**config.mk**
```make
export PLATFORM = sky130hd
export DESIGN_NAME = reaction_timer_core
export DESIGN_NICKNAME = d
export VERILOG_FILES = /design/src/rtl/reaction_timer_core_pkg.sv /design/src/rtl/reaction_timer_core_lfsr_prbs.sv /design/src/rtl/reaction_timer_core.sv
export SDC_FILE = /design/constraint.sdc
export NUM_CORES = 1
export LEC_CHECK = 0
export BUFFER_PORTS_ARGS = -buffer_cell sky130_fd_sc_hd__buf_4
export CORE_MARGIN = 2
export CORE_UTILIZATION = 40
export DETAILED_ROUTE_END_ITERATION = 8
export PLACE_DENSITY = 0.68
export SLEW_MARGIN = 20
export SYNTH_ARGS = -nofsm -noshare
export SYNTH_HDL_FRONTEND = slang
export SYNTH_SLANG_ARGS = --single-unit
```
**constraint.sdc**
```tcl
create_clock -name CLOCK_50 -period 4.8 [get_ports CLOCK_50]
set_input_delay 0.48 -clock CLOCK_50 [delete_from_list [all_inputs] [get_ports CLOCK_50]]
set_output_delay 0.48 -clock CLOCK_50 [all_outputs]
set_load 0.01 [all_outputs]
```
**src/rtl/reaction_timer_core_pkg.sv**
```systemverilog
// Shared definitions for the reaction timer: FSM state encoding, LFSR feedback masks
// and small elaboration-time helpers.
package reaction_timer_core_pkg;

   localparam int MS_PER_S = 1000;

   typedef enum logic [2:0] {
      ST_IDLE   = 3'd0,
      ST_LIGHTS = 3'd1,
      ST_HOLD   = 3'd2,
      ST_TIMING = 3'd3,
      ST_DONE   = 3'd4,
      ST_FALSE  = 3'd5
   } state_e;

   // Galois feedback masks: primitive polynomial with the x^w term removed.
   function automatic logic [15:0] lfsr_taps(input int w);
      logic [15:0] taps;
      case (w)
         5:       taps = 16'h0009;
         6:       taps = 16'h0021;
         7:       taps = 16'h0041;
         8:       taps = 16'h0071;
         9:       taps = 16'h0021;
         10:      taps = 16'h0081;
         11:      taps = 16'h0201;
         12:      taps = 16'h0053;
         13:      taps = 16'h001B;
         14:      taps = 16'h002B;
         15:      taps = 16'h4001;
         16:      taps = 16'hA011;
         default: taps = 16'h0041;
      endcase
      return taps;
   endfunction

   function automatic int max_int(input int a, input int b);
      return (a > b) ? a : b;
   endfunction

endpackage

```
**src/rtl/reaction_timer_core_lfsr_prbs.sv**
```systemverilog
// Free-running maximal-length Galois LFSR; seeds to 1 so it can never lock up at zero.
module lfsr_prbs
   import reaction_timer_core_pkg::*;
#(
   parameter int W = 7
) (
   input  logic         clk_i,
   input  logic         rst_ni,
   output logic [W-1:0] value_o
);

   localparam logic [W-1:0] TAPS = W'(lfsr_taps(W));

   logic [W-1:0] state_q;
   logic [W-1:0] state_d;

   assign state_d = (state_q << 1) ^ (state_q[W-1] ? TAPS : '0);
   assign value_o = state_q;

   always_ff @(posedge clk_i or negedge rst_ni) begin
      if (!rst_ni) begin
         state_q <= W'(1);
      end else begin
         state_q <= state_d;
      end
   end

endmodule

```
**src/rtl/reaction_timer_core.sv**
```systemverilog
// Start-light reaction timer: lamp sequence, random hold, ms response timing with
// false-start detection, saturation flag and best-time tracking.
module reaction_timer_core
   import reaction_timer_core_pkg::*;
#(
   parameter int CLK_HZ      = 50_000_000,
   parameter int N_LIGHTS    = 10,
   parameter int LIGHT_MS    = 500,
   parameter int LFSR_W      = 7,
   parameter int HOLD_MIN_MS = 250,
   parameter int CNT_W       = 14,
   parameter int MAX_MS      = 9999
) (
   input  logic                CLOCK_50,
   input  logic                RESET_N,
   input  logic                start,
   input  logic                react,
   input  logic                clear_best,
   output logic [N_LIGHTS-1:0] lights,
   output logic [CNT_W-1:0]    time_ms,
   output logic                time_valid,
   output logic                false_start,
   output logic                overflow,
   output logic [CNT_W-1:0]    best_ms,
   output logic                busy
);

   localparam int TICK_DIV = CLK_HZ / MS_PER_S;
   localparam int PW       = (TICK_DIV > 1) ? $clog2(TICK_DIV) : 1;
   localparam int SW       = (LIGHT_MS > 1) ? $clog2(LIGHT_MS) : 1;
   localparam int HW       = max_int(CNT_W, LFSR_W + 1);

   state_e              state_q, state_d;
   logic [PW-1:0]       presc_q, presc_d;
   logic                react_q;
   logic [N_LIGHTS-1:0] lights_q, lights_d;
   logic [SW-1:0]       step_q, step_d;
   logic [HW-1:0]       hold_q, hold_d;
   logic [HW-1:0]       hcnt_q, hcnt_d;
   logic [CNT_W-1:0]    cnt_q, cnt_d;
   logic [CNT_W-1:0]    time_q, time_d;
   logic                valid_q, valid_d;
   logic                fs_q, fs_d;
   logic                ovf_q, ovf_d;
   logic [CNT_W-1:0]    best_q, best_d;
   logic [LFSR_W-1:0]   lfsr_val;
   logic                tick;
   logic                react_edge;
   logic                start_ok;

   lfsr_prbs #(.W(LFSR_W)) u_lfsr (
      .clk_i   (CLOCK_50),
      .rst_ni  (RESET_N),
      .value_o (lfsr_val)
   );

   assign tick       = (presc_q == PW'(TICK_DIV - 1));
   assign react_edge = react & ~react_q;
   assign start_ok   = start && (state_q == ST_IDLE || state_q == ST_DONE || state_q == ST_FALSE);
   // Restarting the prescaler on start aligns every lamp step to the start request.
   assign presc_d    = (start_ok || tick) ? '0 : presc_q + PW'(1);

   always_comb begin
      state_d  = state_q;
      lights_d = lights_q;
      step_d   = step_q;
      hold_d   = hold_q;
      hcnt_d   = hcnt_q;
      cnt_d    = cnt_q;
      time_d   = time_q;
      valid_d  = 1'b0;
      fs_d     = fs_q;
      ovf_d    = ovf_q;
      best_d   = best_q;
      case (state_q)
         ST_IDLE, ST_DONE, ST_FALSE: begin
            if (start) begin
               state_d  = ST_LIGHTS;
               lights_d = '0;
               fs_d     = 1'b0;
               ovf_d    = 1'b0;
               step_d   = '0;
            end
         end
         ST_LIGHTS: begin
            if (react_edge) begin
               state_d  = ST_FALSE;
               lights_d = '0;
               fs_d     = 1'b1;
            end else if (tick) begin
               if (step_q == SW'(LIGHT_MS - 1)) begin
                  step_d = '0;
                  if (&lights_q) begin
                     hold_d  = HW'(HOLD_MIN_MS) + HW'(lfsr_val);
                     hcnt_d  = '0;
                     state_d = ST_HOLD;
                  end else begin
                     lights_d = (lights_q << 1) | N_LIGHTS'(1);
                  end
               end else begin
                  step_d = step_q + SW'(1);
               end
            end
         end
         ST_HOLD: begin
            if (react_edge) begin
               state_d  = ST_FALSE;
               lights_d = '0;
               fs_d     = 1'b1;
            end else if (tick) begin
               if (hcnt_q + HW'(1) == hold_q) begin
                  lights_d = '0;
                  cnt_d    = '0;
                  state_d  = ST_TIMING;
               end else begin
                  hcnt_d = hcnt_q + HW'(1);
               end
            end
         end
         ST_TIMING: begin
            // A press always beats the saturation tick, so check it first.
            if (react_edge) begin
               time_d  = cnt_q;
               valid_d = 1'b1;
               if (cnt_q < best_q) best_d = cnt_q;
               state_d = ST_DONE;
            end else if (tick) begin
               if (cnt_q == CNT_W'(MAX_MS)) begin
                  time_d  = CNT_W'(MAX_MS);
                  ovf_d   = 1'b1;
                  state_d = ST_DONE;
               end else begin
                  cnt_d = cnt_q + CNT_W'(1);
               end
            end
         end
         default: state_d = ST_IDLE;
      endcase
      if (clear_best) best_d = CNT_W'(MAX_MS);
   end

   always_ff @(posedge CLOCK_50 or negedge RESET_N) begin
      if (!RESET_N) begin
         state_q  <= ST_IDLE;
         presc_q  <= '0;
         react_q  <= 1'b0;
         lights_q <= '0;
         step_q   <= '0;
         hold_q   <= '0;
         hcnt_q   <= '0;
         cnt_q    <= '0;
         time_q   <= '0;
         valid_q  <= 1'b0;
         fs_q     <= 1'b0;
         ovf_q    <= 1'b0;
         best_q   <= CNT_W'(MAX_MS);
      end else begin
         state_q  <= state_d;
         presc_q  <= presc_d;
         react_q  <= react;
         lights_q <= lights_d;
         step_q   <= step_d;
         hold_q   <= hold_d;
         hcnt_q   <= hcnt_d;
         cnt_q    <= cnt_d;
         time_q   <= time_d;
         valid_q  <= valid_d;
         fs_q     <= fs_d;
         ovf_q    <= ovf_d;
         best_q   <= best_d;
      end
   end

   assign lights      = lights_q;
   assign time_ms     = time_q;
   assign time_valid  = valid_q;
   assign false_start = fs_q;
   assign overflow    = ovf_q;
   assign best_ms     = best_q;
   assign busy        = (state_q == ST_LIGHTS) || (state_q == ST_HOLD) || (state_q == ST_TIMING);

endmodule

```
After elaboration in Yosys (flattened, before gate mapping)
Index checks and enable logic that the tools add are counted.
Widths: inputs -> output; s select.
{"block": "op_classes", "add_sub_neg": 5, "n_lt_le_gt_ge": 1, "n_eq_ne": 31, "n_mux": 59, "bitwise": 4, "reduce_logical": 31}
{"op": "$mux 14", "count": 20}
{"op": "$mux 10", "count": 8}
{"op": "$pmux 14 s2", "count": 2}
{"op": "$mux 9", "count": 4}
{"op": "$mux 3", "count": 11}
{"op": "$pmux 10 s3", "count": 1}
{"op": "$add 14x1->14 const B", "count": 2}
{"op": "$ne 2x2->1 const B", "count": 13}
{"op": "$ne 3x3->1 const B", "count": 8}
{"op": "$reduce_bool 2->1", "count": 10}
{"op": "$pmux 9 s2", "count": 1}
{"op": "$add 16x1->16 const B", "count": 1}
{"op": "$eq 16x16->1 const B", "count": 1}
{"op": "$mux 16", "count": 1}
{"op": "$reduce_and 8->1", "count": 2}
{"op": "$eq 14x14->1", "count": 1}
{"op": "$eq 14x14->1 const B", "count": 1}
{"op": "$lt 14x14->1", "count": 1}
{"op": "$reduce_and 14->1", "count": 1}
{"op": "$reduce_and 7->1", "count": 2}
{"op": "$pmux 3 s4", "count": 1}
{"op": "$reduce_and 10->1", "count": 1}
{"op": "$add 8x7->9 const A", "count": 1}
{"op": "$add 9x1->9 const B", "count": 1}
{"op": "20 further kinds", "count": 36}
{"block": "totals", "register_bits": 119, "input_bits": 5, "output_inout_bits": 42}

Logic depth before layout (Yosys ltp)
Gate-level depths: netlist of the first run.
{"block": "logic_depth", "word_depth": 6, "depth_mapped": 10}

By module
From an unflattened synthesis of the first run, not the netlist that was laid out.
{"block": "hier_totals", "cells_unflattened": 629, "hier_area_um2": 6092.1}
{"module": "reaction_timer_core", "instances": 1, "cells_per_inst": 615, "area_per_inst_um2": 5861.9}
{"module": "lfsr_prbs", "instances": 1, "cells_per_inst": 14, "area_per_inst_um2": 230.2}

Worst setup path before layout of the first run
OpenSTA, ideal clock, no wires.
{"block": "synth_timing", "path_type": "register to register", "start": "register hcnt_q[0]", "end": "register lights_q[1], in the netlist lights[1]", "t_arrival_ns": 2.626, "setup_slack_ns": 2.053, "path_stages_with_launch": 10, "path_cell_list": "dfrtp_1 > ha_1 > xor2_1 > nor3_1 > o2111ai_1 > a2111oi_4 > a21oi_2 > or3_1 > buf_2 > a32o_1"}
{"block": "synth_via", "elab_chain_len": 4}
{"item": "start, declared", "line_no": "reaction_timer_core.sv:39", "source": "logic [HW-1:0] hcnt_q, hcnt_d;"}
{"item": "start signal, assigned", "line_no": "reaction_timer_core.sv:164", "source": "hcnt_q <= hcnt_d;"}
{"item": "$add 14x1->14", "line_no": "reaction_timer_core.sv:111", "source": "if (hcnt_q + HW'(1) == hold_q) begin"}
{"item": "$eq 14x14->1", "line_no": "reaction_timer_core.sv:111"}
{"item": "$ne 3x3->1 (no source line)"}
{"item": "$reduce_and 7->1 (no source line)"}
{"item": "end signal, assigned", "line_no": "reaction_timer_core.sv:161", "source": "lights_q <= lights_d;"}
{"item": "end, declared", "line_no": "reaction_timer_core.sv:36", "source": "logic [N_LIGHTS-1:0] lights_q, lights_d;"}
No other way between the ends.
A chain may end at the register's enable or synchronous reset.

Worst setup path after layout of the first run
{"block": "layout_timing", "start": "register hcnt_q[0]", "end": "register hcnt_q[11]"}
{"block": "layout_via", "elab_chain_len": 5, "word_cells_on_any_way": 8, "cone_classes": "add/sub (1); eq/ne (2); mux (4); reduce/logical (1)"}
{"item": "$add 14x1->14 (*)", "line_no": "reaction_timer_core.sv:111, reaction_timer_core.sv:116"}
{"item": "branches (longest 4 deep; another with $eq 14x14->1)"}
Mark *: on every way between the ends. The select of a mux whose other input is x is not followed.

==> metrics, run 1 <==
slowest CP cell a21oi_1; Total GRT Usage 0.179; critical-path maximum fanout 13; vias per cell roughly 5.7; Final Hold Fails 0; RSZ-0062 raised after global routing false; Post-synth ARST share 1.00; row count 45; WL per Instance between 15 and 20 um; Clock Latency Late Sink 0.42 ns; number of enable flip-flop cells after synthesis 0; shortest period the worst path allows about 3.3 ns; clock buffer depth 2; Finished Layout Cells a little under 900; PwrDens approximately 430 mW/mm2; switching share of power 0.300; Reg2Reg Depth 8; Distinct cells, synth 67; vias in the first global route 4870; cts repair resizes 0; hold_buf cts 0; Power, Total 3.13 mW; Max Fclk around 300 MHz; Die Area 0.0165 mm2; reg2reg start hcnt_q[0]; setup TNS 0 ns; CTS clock-pin slew for the worst setup and hold paths roughly 0.060 ns; I/O Pins 47; Mapped Cells approximately 650; drt total wl ~14 mm; hpwl dp 9.74 mm; Worst path max stage delay 0.90 ns; Port Buf Inserts 46; crit path launch type flop; CTS root buffer clkbuf_16; H-tree depth 4; Initial Util 0.408; CTS tree yes; Num CTS Buffers 17; Core Area about 0.015 mm2; Critical Path AT approximately 3.7 ns; Peak supply drop 0.333 mV; WP data required 5.13 ns; Seq cells post-synth 114; crit-path cells ha_1, nand3_1, nor4_2, a2bb2oi_1, nor4_4, a21oi_1, a41oi_1, a31oi_1; CTS sink count about 110; Die W 129 um; Reg2Reg Setup Slack 1.47 ns; routing usage on met1 0.230; Reg power frac 0.384; antenna diode count 0; final instance area 0.00728 mm2; first-pass GRT wire length roughly 24 mm; GR Overflow Total 0; Max Slew Vio Count 0; yosys warns 0; skew final about 0.011 ns; outcome finished, final reports clean; Placed Cells incl. Taps around 860; final cycle utilization of the critical path 0.693; Post-Place Cell Area 0.00667 mm2; Sw Pwr 0.939 mW; CP Class reg -> reg; Worst path top cell family by delay compound AO/OA/AOI/OAI gates; Leak approximately 3.2 nW; number of DRC markers in iteration 0 approximately 300; RePlAce Congestion between 0.8 and 0.9; relative slew slack 0.258; Hold Path Class in -> async; Final Setup Violations 0; Max Cap Viol 0; syn nets 674; Gate power share 0.207; DRC violations left 0; busiest metal layer after global routing met2; largest net degree at the start of global routing 70; initial antenna violation count 0; grt met2 use 0.285; post-route ant nets 0; share of layout cells above drive strength 1 0.150; CP Capture Type flop; routed vias approximately 5000; FF-to-FF End hcnt_q[11]; met3 usage 0.0453; Clk pwr share 0.409; Syn-to-layout area delta 17.3%; Internal 2.19 mW; Worst Tran Pin Value 1.11 ns; CP Buf/Inv Count 0; Cell Area, Synth approximately 0.0062 mm2; Chip Height 129 um; sequential fraction of the synthesis area 0.461; Pre-Repair DR Iteration Count 4; fill count ~1400; postcts setup bufs 0; mean post-synth cell area between 9 and 10 um2; Nets ~700; leading register cell type out of synthesis dfrtp_1; Hold WS 0.163 ns
layout make-up:
| class | count | area [um2] | area share |
|---|---|---|---|
| Clock inverter | 13 | 163 | 0.0223 |
| Inverter | 26 | 97.6 | 0.0134 |
| Clock buffer | 19 | 443 | 0.0608 |
| Timing Repair Buffer | 49 | 368 | 0.0505 |
| Sequential cell | 114 | 2860 | 0.393 |
| Tap cell | 188 | 235 | 0.0323 |
| Multi-Input combinational cell | 480 | 3110 | 0.427 |
cell families (layout without fill, tap and decap cells):
family	Yosys count	count (layout)	synth area share
XOR/XNOR	39	39	0.0562
flip-flops	114	114	0.461
multiplexers	17	17	0.0276
adder cells (fa/ha/maj)	20	20	0.0403
buffers and inverters	55	107	0.0381
AO/OA/AOI/OAI	144	144	0.159
AND/OR/NAND/NOR	260	260	0.217
cell usage after synthesis, types with 7 or more instances:
cell | n | area share
a21oi_1 | 27 | 0.022
a22o_1 | 7 | 0.0099
a31oi_1 | 15 | 0.015
a32o_1 | 9 | 0.015
and3_1 | 14 | 0.014
clkbuf_1 | 16 | 0.0097
dfrtp_1 | 105 | 0.42
dfstp_2 | 9 | 0.038
ha_1 | 20 | 0.040
inv_1 | 26 | 0.016
mux2i_1 | 16 | 0.026
nand2_1 | 47 | 0.028
nand2b_1 | 28 | 0.028
nand3_1 | 25 | 0.020
nand4_1 | 12 | 0.012
nor2_1 | 81 | 0.049
nor2b_1 | 9 | 0.0091
nor3_1 | 11 | 0.0089
o21ai_0 | 36 | 0.029
o22a_1 | 9 | 0.013
xnor2_1 | 23 | 0.032
xor2_1 | 15 | 0.021
state kept, by name, indices dropped and copies added, names as in the netlist, 3 cells and up:
| name | flops |
|---|---|
| u_lfsr.value_o | 7 |
| hold_q | 9 |
| time_ms | 14 |
| best_ms | 14 |
| presc_q | 16 |
| hcnt_q | 14 |
| cnt_q | 14 |
| state_q | 3 |
| lights | 10 |
| step_q | 9 |
how the worst max path moves through the flow:
| stage | from | to | depth (start not counted) |
|---|---|---|---|
| 2_1_floorplan | hcnt_q[0] | lights[1] | 9 |
| 3_3_place_gp | state_q[1] | hcnt_q[11] | 6 |
| 3_5_place_dp | hcnt_q[0] | hcnt_q[11] | 8 |
| 4_1_cts | hcnt_q[0] | hcnt_q[11] | 8 |
| 5_1_grt | hcnt_q[0] | hcnt_q[11] | 8 |
| 6_report | hcnt_q[0] | hcnt_q[11] | 8 |
metrics by stage:
| stage | setup slack (ns) | util |
|---|---|---|
| final | 1.47 | 0.479 |
| after global routing | 1.23 | 0.479 |
| after CTS | 1.57 | 0.479 |
| after detailed placement | 1.62 | 0.439 |
| after global placement | 1.71 | 0.439 |
| after floorplan | 2.05 | - |
layout by cell type (no fill, tap or decap), types with 17 or more instances in the layout:
cell type | netlist | layout
a21oi_1 | 27 | 27
nor2_1 | 81 | 81
buf_4 | 4 | 49
nand2_1 | 47 | 47
xnor2_1 | 23 | 23
nand3_1 | 25 | 25
nand2b_1 | 28 | 28
inv_1 | 26 | 26
ha_1 | 20 | 20
o21ai_0 | 36 | 36
clkbuf_16 | 0 | 17
dfrtp_1 | 105 | 105
routing by layer:
layer  wire, um  up-vias
met4        385        0
met5          0        -
met1       6580     2506
li1           -     2404
met3        620       30
met2       6650      129
power groups by stage:
stage                     combinational, mW  sequential (mW)  clock [mW]
after floorplan                       0.422             1.20           0
after global placement                0.628             1.21           0
after detailed placement              0.645             1.22           0
after CTS                             0.650             1.20        1.31
after global routing                  0.718             1.22        1.35
final                                 0.647             1.20        1.28
(Power assumes the default switching activity.)
==> run 2, diff against run 1 <==
--- a/config.mk
+++ b/config.mk
@@ -5,11 +5,12 @@
 export SDC_FILE = /design/constraint.sdc
 export NUM_CORES = 1
 export LEC_CHECK = 0
+export ABC_AREA = 1
 export BUFFER_PORTS_ARGS = -buffer_cell sky130_fd_sc_hd__buf_4
 export CORE_MARGIN = 2
 export CORE_UTILIZATION = 40
 export DETAILED_ROUTE_END_ITERATION = 8
-export PLACE_DENSITY = 0.68
+export PLACE_DENSITY = 0.7
 export SLEW_MARGIN = 20
 export SYNTH_ARGS = -nofsm -noshare
 export SYNTH_HDL_FRONTEND = slang
==> constraint.sdc (replaced) <==
create_clock -name CLOCK_50 -period 2.9 [get_ports CLOCK_50]
set_input_delay 0.29 -clock CLOCK_50 [delete_from_list [all_inputs] [get_ports CLOCK_50]]
set_output_delay 0.29 -clock CLOCK_50 [all_outputs]
set_load 0.01 [all_outputs]
==> metrics, run 2 <==
outcome finished, violations left; failing checks negative hold slack; critical-path maximum fanout 28 (+15); commonest cells in the netlist nand2_1, dfrtp_1, inv_1, nor2_1, nand3_1; Distinct cells, synth 49 (-27%); final instance area 0.00772 mm2 (+6.0%); vias per cell 5.02 (-12%); antenna diode count 0 (unchanged); final cycle utilization of the critical path 0.866 (+0.173); slowest CP cell dfrtp_1; Worst Tran Pin Value 0.835 ns (-0.278 ns); first-pass GRT wire length 25.1 mm (+6.7%); mean post-synth cell area 7.66 um2 (-20%); Seq cells post-synth 114 (unchanged); Max Cap Viol 0 (unchanged); Placed Cells incl. Taps 1105 (+29%); hpwl dp 10.3 mm (+6.0%); Max Slew Vio Count 0 (unchanged); Finished Layout Cells 1138 (+28%); share of layout cells above drive strength 1 0.141 (-0.00879); Worst path max stage delay 0.52 ns (-0.38 ns); GR Overflow Total 0 (unchanged); row count 46 (+2.2%); cts repair resizes 0 (unchanged); Final Hold Fails 29 (+29); PwrDens 707 mW/mm2 (+65%); max reg flops 16 (unchanged); CP Buf/Inv Count 0 (unchanged); RSZ-0062 raised after global routing false; most common cell after layout, fill and taps aside nand2_1; Reg2Reg Setup Slack 0.39 ns (-1.08 ns); CP Class reg -> reg; Nets 934 (+31%); Max Fclk 398 MHz (+32%); postcts setup bufs 0 (unchanged); Synth area leaders dfrtp_1, nand2_1, inv_1, nor2_1, ha_1; sequential fraction of the synthesis area 0.436 (-0.0259); share of the synthesized area in the top cell type 0.400 (-0.0238); setup TNS 0 ns (unchanged); Clock Latency Late Sink 0.42 ns (about the same); Core Area 0.0160 mm2 (+5.3%); syn nets 883 (+31%); WP data required 3.22 ns (-1.91 ns); Hold Path Class in -> async; Port Buf Inserts 46 (unchanged); RePlAce Congestion 0.889 (+1.1%); count leader, synth nand2_1; Die Area 0.0175 mm2 (+5.8%); vias in the first global route 5286 (+8.5%); largest register by flop count presc_q; Final Setup Violations 0 (unchanged); CTS sink count 114 (unchanged); Post-synth ARST share 1.00 (unchanged); Syn-to-layout area delta 17.4% (about the same); Hold WS -0.0254 ns (-0.189 ns); H-tree depth 4 (unchanged); Num CTS Buffers 17 (unchanged); crit path launch type flop; CTS tree yes; post-route ant nets 0 (unchanged); leading register cell type out of synthesis dfrtp_1; relative slew slack 0.443 (+0.185); Leak 3.53 nW (+11%); CP Capture Type flop; number of DRC markers in iteration 0 509 (+71%); shortest period the worst path allows 2.51 ns (-0.816 ns); Pre-Repair DR Iteration Count 6 (+2); crit-path cells ha_1, a21oi_1, or2_2, a21oi_1, nor3b_1, nand2_1, o21ai_0, nand2_1, o21ai_0; largest net degree at the start of global routing 66 (-5.7%); Chip Height 132 um (+2.8%); fill count 1589 (+12%); skew final 0.0122 ns (+0.000687 ns); Total GRT Usage 0.176 (-0.00312); Initial Util 0.411 (+0.00270); Critical Path AT 2.83 ns (-0.83 ns); Mapped Cells 858 (+32%); Peak supply drop 0.576 mV (+73%); largest area contributor in the netlist dfrtp_1; yosys warns 0 (unchanged); Worst path top cell family by delay simple AND/OR/NAND/NOR gates; number of enable flip-flop cells after synthesis 0 (unchanged); clock buffer depth 2 (unchanged); Die W 132 um (+2.8%); routed vias 5711 (+13%); hold_buf cts 1 (+1); I/O Pins 47 (unchanged); Post-Place Cell Area 0.00713 mm2 (+6.9%); Cell Area, Synth 0.00658 mm2 (+5.9%); drt total wl 14.7 mm (+3.0%); DRC violations left 0 (unchanged); commonest non-fill, non-tap cells in the layout nand2_1, dfrtp_1, inv_1; CTS root buffer clkbuf_16; CTS clock-pin slew for the worst setup and hold paths 0.05 ns (about the same); WL per Instance 12.9 um (-20%); initial antenna violation count 0 (unchanged)
==> run 2: cell types whose count changed in the layout (fill, tap and decap cells not counted), moves of 15 or more <==
cell      delta
nand2b_1    -28
inv_1       +77
o21ai_1     +16
nand2_1    +176
nand4_1     +23
nand3_1     +25
mux2i_1     -15
xnor2_1     -20
==> run 2: per-stage QoR <==
step / setup WS [ns] / utilization / total power, mW / hold WS, ns
2_1_floorplan: 0.757 / - / 2.94 / -0.00559
3_3_place_gp: 0.479 / 0.446 / 3.42 / 0.391
3_5_place_dp: 0.413 / 0.446 / 3.43 / 0.396
4_1_cts: 0.388 / 0.482 / 5.50 / 0.00621
5_1_grt: 0.0962 / 0.482 / 5.78 / 0.0436
6_report: 0.388 / 0.482 / 5.46 / -0.0254
==> run 2: area by class of cell <==
class	count	area, um2	area share
inverters	114	428	0.0554
clock inverters	6	80.1	0.0104
repair buffers	54	420	0.0545
flip-flops and latches	114	2860	0.371
multi-input cells	608	3160	0.409
well taps	216	270	0.0350
clock buffers	26	499	0.0647
==> run 2: path summary, 6_finish.rpt <==
kind | depth (start not counted) | to | start
max | 9 | best_ms[13] | cnt_q[7]
min | 1 | cnt_q[12] | RESET_N
max reg2reg | 9 | best_ms[13] | cnt_q[7]
min reg2reg | 0 | u_lfsr.value_o[1] | u_lfsr.value_o[0]
max in group asynchronous | 2 | best_ms[1] | RESET_N
min in group CLOCK_50 | 3 | best_ms[9] | clear_best
==> run 2: worst register-to-register path: cells and delay by family, from the launching register on <==
family	cells	cell delay (ns)
AND/OR/NAND/NOR	4	0.82
flip-flops	1	0.52
adder cells (fa/ha/maj)	1	0.31
AO/OA/AOI/OAI	4	0.76
==> run 2: cells by family (layout without fill, tap and decap cells) <==
family	count (synthesis)	after routing	share of synthesized area
compound gates	110	110	0.0948
xor+xnor	18	18	0.0240
fa+ha+maj	20	20	0.0381
buf+inv	136	200	0.0845
flops	114	114	0.436
mux	1	1	0.00152
simple gates	459	459	0.322
==> run 2: where the power goes <==
group / internal [mW] / switching, mW
combinational: 0.509 / 0.909
sequential: 1.83 / 0.164
clock: 1.35 / 0.706
total: 3.68 / 1.78
==> run 2: layer usage <==
| layer | up-vias | GRT usage | wire (um) |
|---|---|---|---|
| met3 | 19 | 0.0465 | 651 |
| li1 | 2914 | - | - |
| met1 | 2655 | 0.240 | 7170 |
| met2 | 123 | 0.272 | 6650 |
| met5 | - | 0 | 0 |
| met4 | 0 | 0.0633 | 202 |
==> run 3, diff against run 2 <==
--- a/config.mk
+++ b/config.mk
@@ -5,7 +5,6 @@
 export SDC_FILE = /design/constraint.sdc
 export NUM_CORES = 1
 export LEC_CHECK = 0
-export ABC_AREA = 1
 export BUFFER_PORTS_ARGS = -buffer_cell sky130_fd_sc_hd__buf_4
 export CORE_MARGIN = 2
 export CORE_UTILIZATION = 40
==> metrics, run 3 (synthesized netlist as in run 1, its figures left out) <==
H-tree depth 4 (unchanged); row count 45 (-2.2%); RSZ-0062 raised after global routing false; vias per cell 5.61 (+12%); Initial Util 0.408 (-0.00270); met3 usage 0.0403 (-0.00619); Clock Latency Late Sink 0.42 ns (about the same); share of layout cells above drive strength 1 0.214 (+0.0732); Chip Height 129 um (-2.8%); most common cell after layout, fill and taps aside dfrtp_1; I/O Pins 47 (unchanged); outcome finished, final reports clean; GR Overflow Total 0 (unchanged); CTS sink count 114 (unchanged); max reg flops 16 (unchanged); shortest period the worst path allows 2.78 ns (+0.266 ns); Worst Tran Pin Value 0.787 ns (-0.0476 ns); Syn-to-layout area delta 24.0%; Post-Place Cell Area 0.00701 mm2 (-1.6%); DRC violations left 0 (unchanged); antenna diode count 0 (unchanged); Die W 129 um (-2.8%); routed vias 5243 (-8.2%); pre-CTS WS -0.128 ns (-0.541 ns); Nets 759 (-19%); Total GRT Usage 0.187 (+0.0105); clock buffer depth 2 (unchanged); CP Class reg -> reg; relative slew slack 0.475 (+0.0317); worst setup margin 0.122 ns (-0.266 ns); crit path launch type flop; Core Area 0.0152 mm2 (-5.0%); first-pass GRT wire length 24.6 mm (-2.0%); grt met2 use 0.298 (+0.0259); CTS tree yes; RePlAce Congestion 0.952 (+7.0%); Die Area 0.0165 mm2 (-5.4%); routing usage on met1 0.248 (+0.00829); drt total wl 14.6 mm (-0.31%); largest register by flop count presc_q; skew final 0.0105 ns (-0.00165 ns); setup TNS 0 ns (unchanged); critical-path maximum fanout 9 (-68%); Num CTS Buffers 17 (unchanged); CP Capture Type flop; WL per Instance 15.6 um (+21%); WP data required 3.20 ns (-0.02 ns); Leak 3.46 nW (-2.0%); Hold Path Class in -> reg; CTS clock-pin slew for the worst setup and hold paths 0.05 ns (about the same); Pre-Repair DR Iteration Count 5 (-1); commonest non-fill, non-tap cells in the layout dfrtp_1, buf_4, nor2_1; Reg2Reg Setup Slack 0.12 ns (-0.27 ns); number of DRC markers in iteration 0 406 (-20%); CTS root buffer clkbuf_16; post-route ant nets 0 (unchanged); Final Hold Fails 0 (-100%); Max Slew Vio Count 0 (unchanged); Max Cap Viol 0 (unchanged); Final Setup Violations 0 (unchanged); Critical Path AT 3.08 ns (+0.25 ns); Power, Total 5.24 mW (-4.1%); PwrDens 680 mW/mm2 (-3.9%); vias in the first global route 5091 (-3.7%); final instance area 0.00770 mm2 (-0.26%); hpwl dp 10.3 mm (-0.12%); initial antenna violation count 0 (unchanged); final cycle utilization of the critical path 0.958 (+0.0918); Peak supply drop 0.469 mV (-18%); Port Buf Inserts 46 (unchanged); busiest metal layer after global routing met2; final core utilization 0.506 (+0.0240); largest net degree at the start of global routing 62 (-6.1%); Max Fclk 360 MHz (-9.6%)
[run 3: cell count changes in the layout (fill, tap and decap cells not counted), moves of 14 or more]
cell      delta
inv_1       -77
nand4_1     -23
buf_4       +39
nand3_1     -27
nand2_1    -176
nor3_1      -14
xnor2_1     +20
mux2i_1     +15
nand2b_1    +28
o21ai_1     -15
[run 3: worst paths after layout]
kind,start,depth (start not counted),end
max reg2reg,hcnt_q[1],8,lights[8]
max in group asynchronous,RESET_N,3,time_ms[1]
min,start,4,overflow
min reg2reg,u_lfsr.value_o[0],0,u_lfsr.value_o[1]
max,hcnt_q[1],8,lights[8]
min in group asynchronous,RESET_N,2,best_ms[12]
[run 3: cell type report]
| class | count | area [um2] |
|---|---|---|
| Timing Repair Buffer | 95 | 743 |
| Multi-Input combinational cell | 480 | 3160 |
| Clock buffer | 20 | 457 |
| Fill cell | 1377 | 7500 |
| Clock inverter | 12 | 138 |
| Sequential cell | 114 | 2870 |
| Tap cell | 188 | 235 |
| Inverter | 26 | 97.6 |
[run 3: repair_timing]
action	CTS	global route
resized for setup	6	8
hold buffers	2	0
pin swaps	2	3
buffers inserted	1	1
endpoints found under the setup margin	30	34
endpoints found under the hold margin	32	0
[run 3: power by group]
group	switching, mW	internal, mW	leakage [nW]
clock	0.716	1.38	0.299
sequential	0.174	1.79	1.49
combinational	0.651	0.529	1.67
total	1.54	3.70	3.46
[run 3: routing by layer]
metal	wire, um	part of all wire
met2	6970	0.48
met5	0	0
met3	598	0.041
met4	223	0.015
met1	6840	0.47
[run 3: per-stage QoR]
| step | hold slack, ns | cells |
|---|---|---|
| 2_1_floorplan | -0.00559 | 649 |
| 3_3_place_gp | 0.393 | 899 |
| 3_5_place_dp | 0.396 | 899 |
| 4_1_cts | 0.237 | 934 |
| 5_1_grt | 0.269 | 935 |
| 6_report | 0.259 | 935 |
[run 3: critical path, stage by stage (launching register included)]
cell and delay (ns):
dfrtp_2 0.44, ha_2 0.28, xor2_1 0.18, nor3_2 0.22, o2111ai_1 0.18, a2111oi_4 0.51
a21oi_2 0.13, or3_4 0.45, a32o_1 0.27
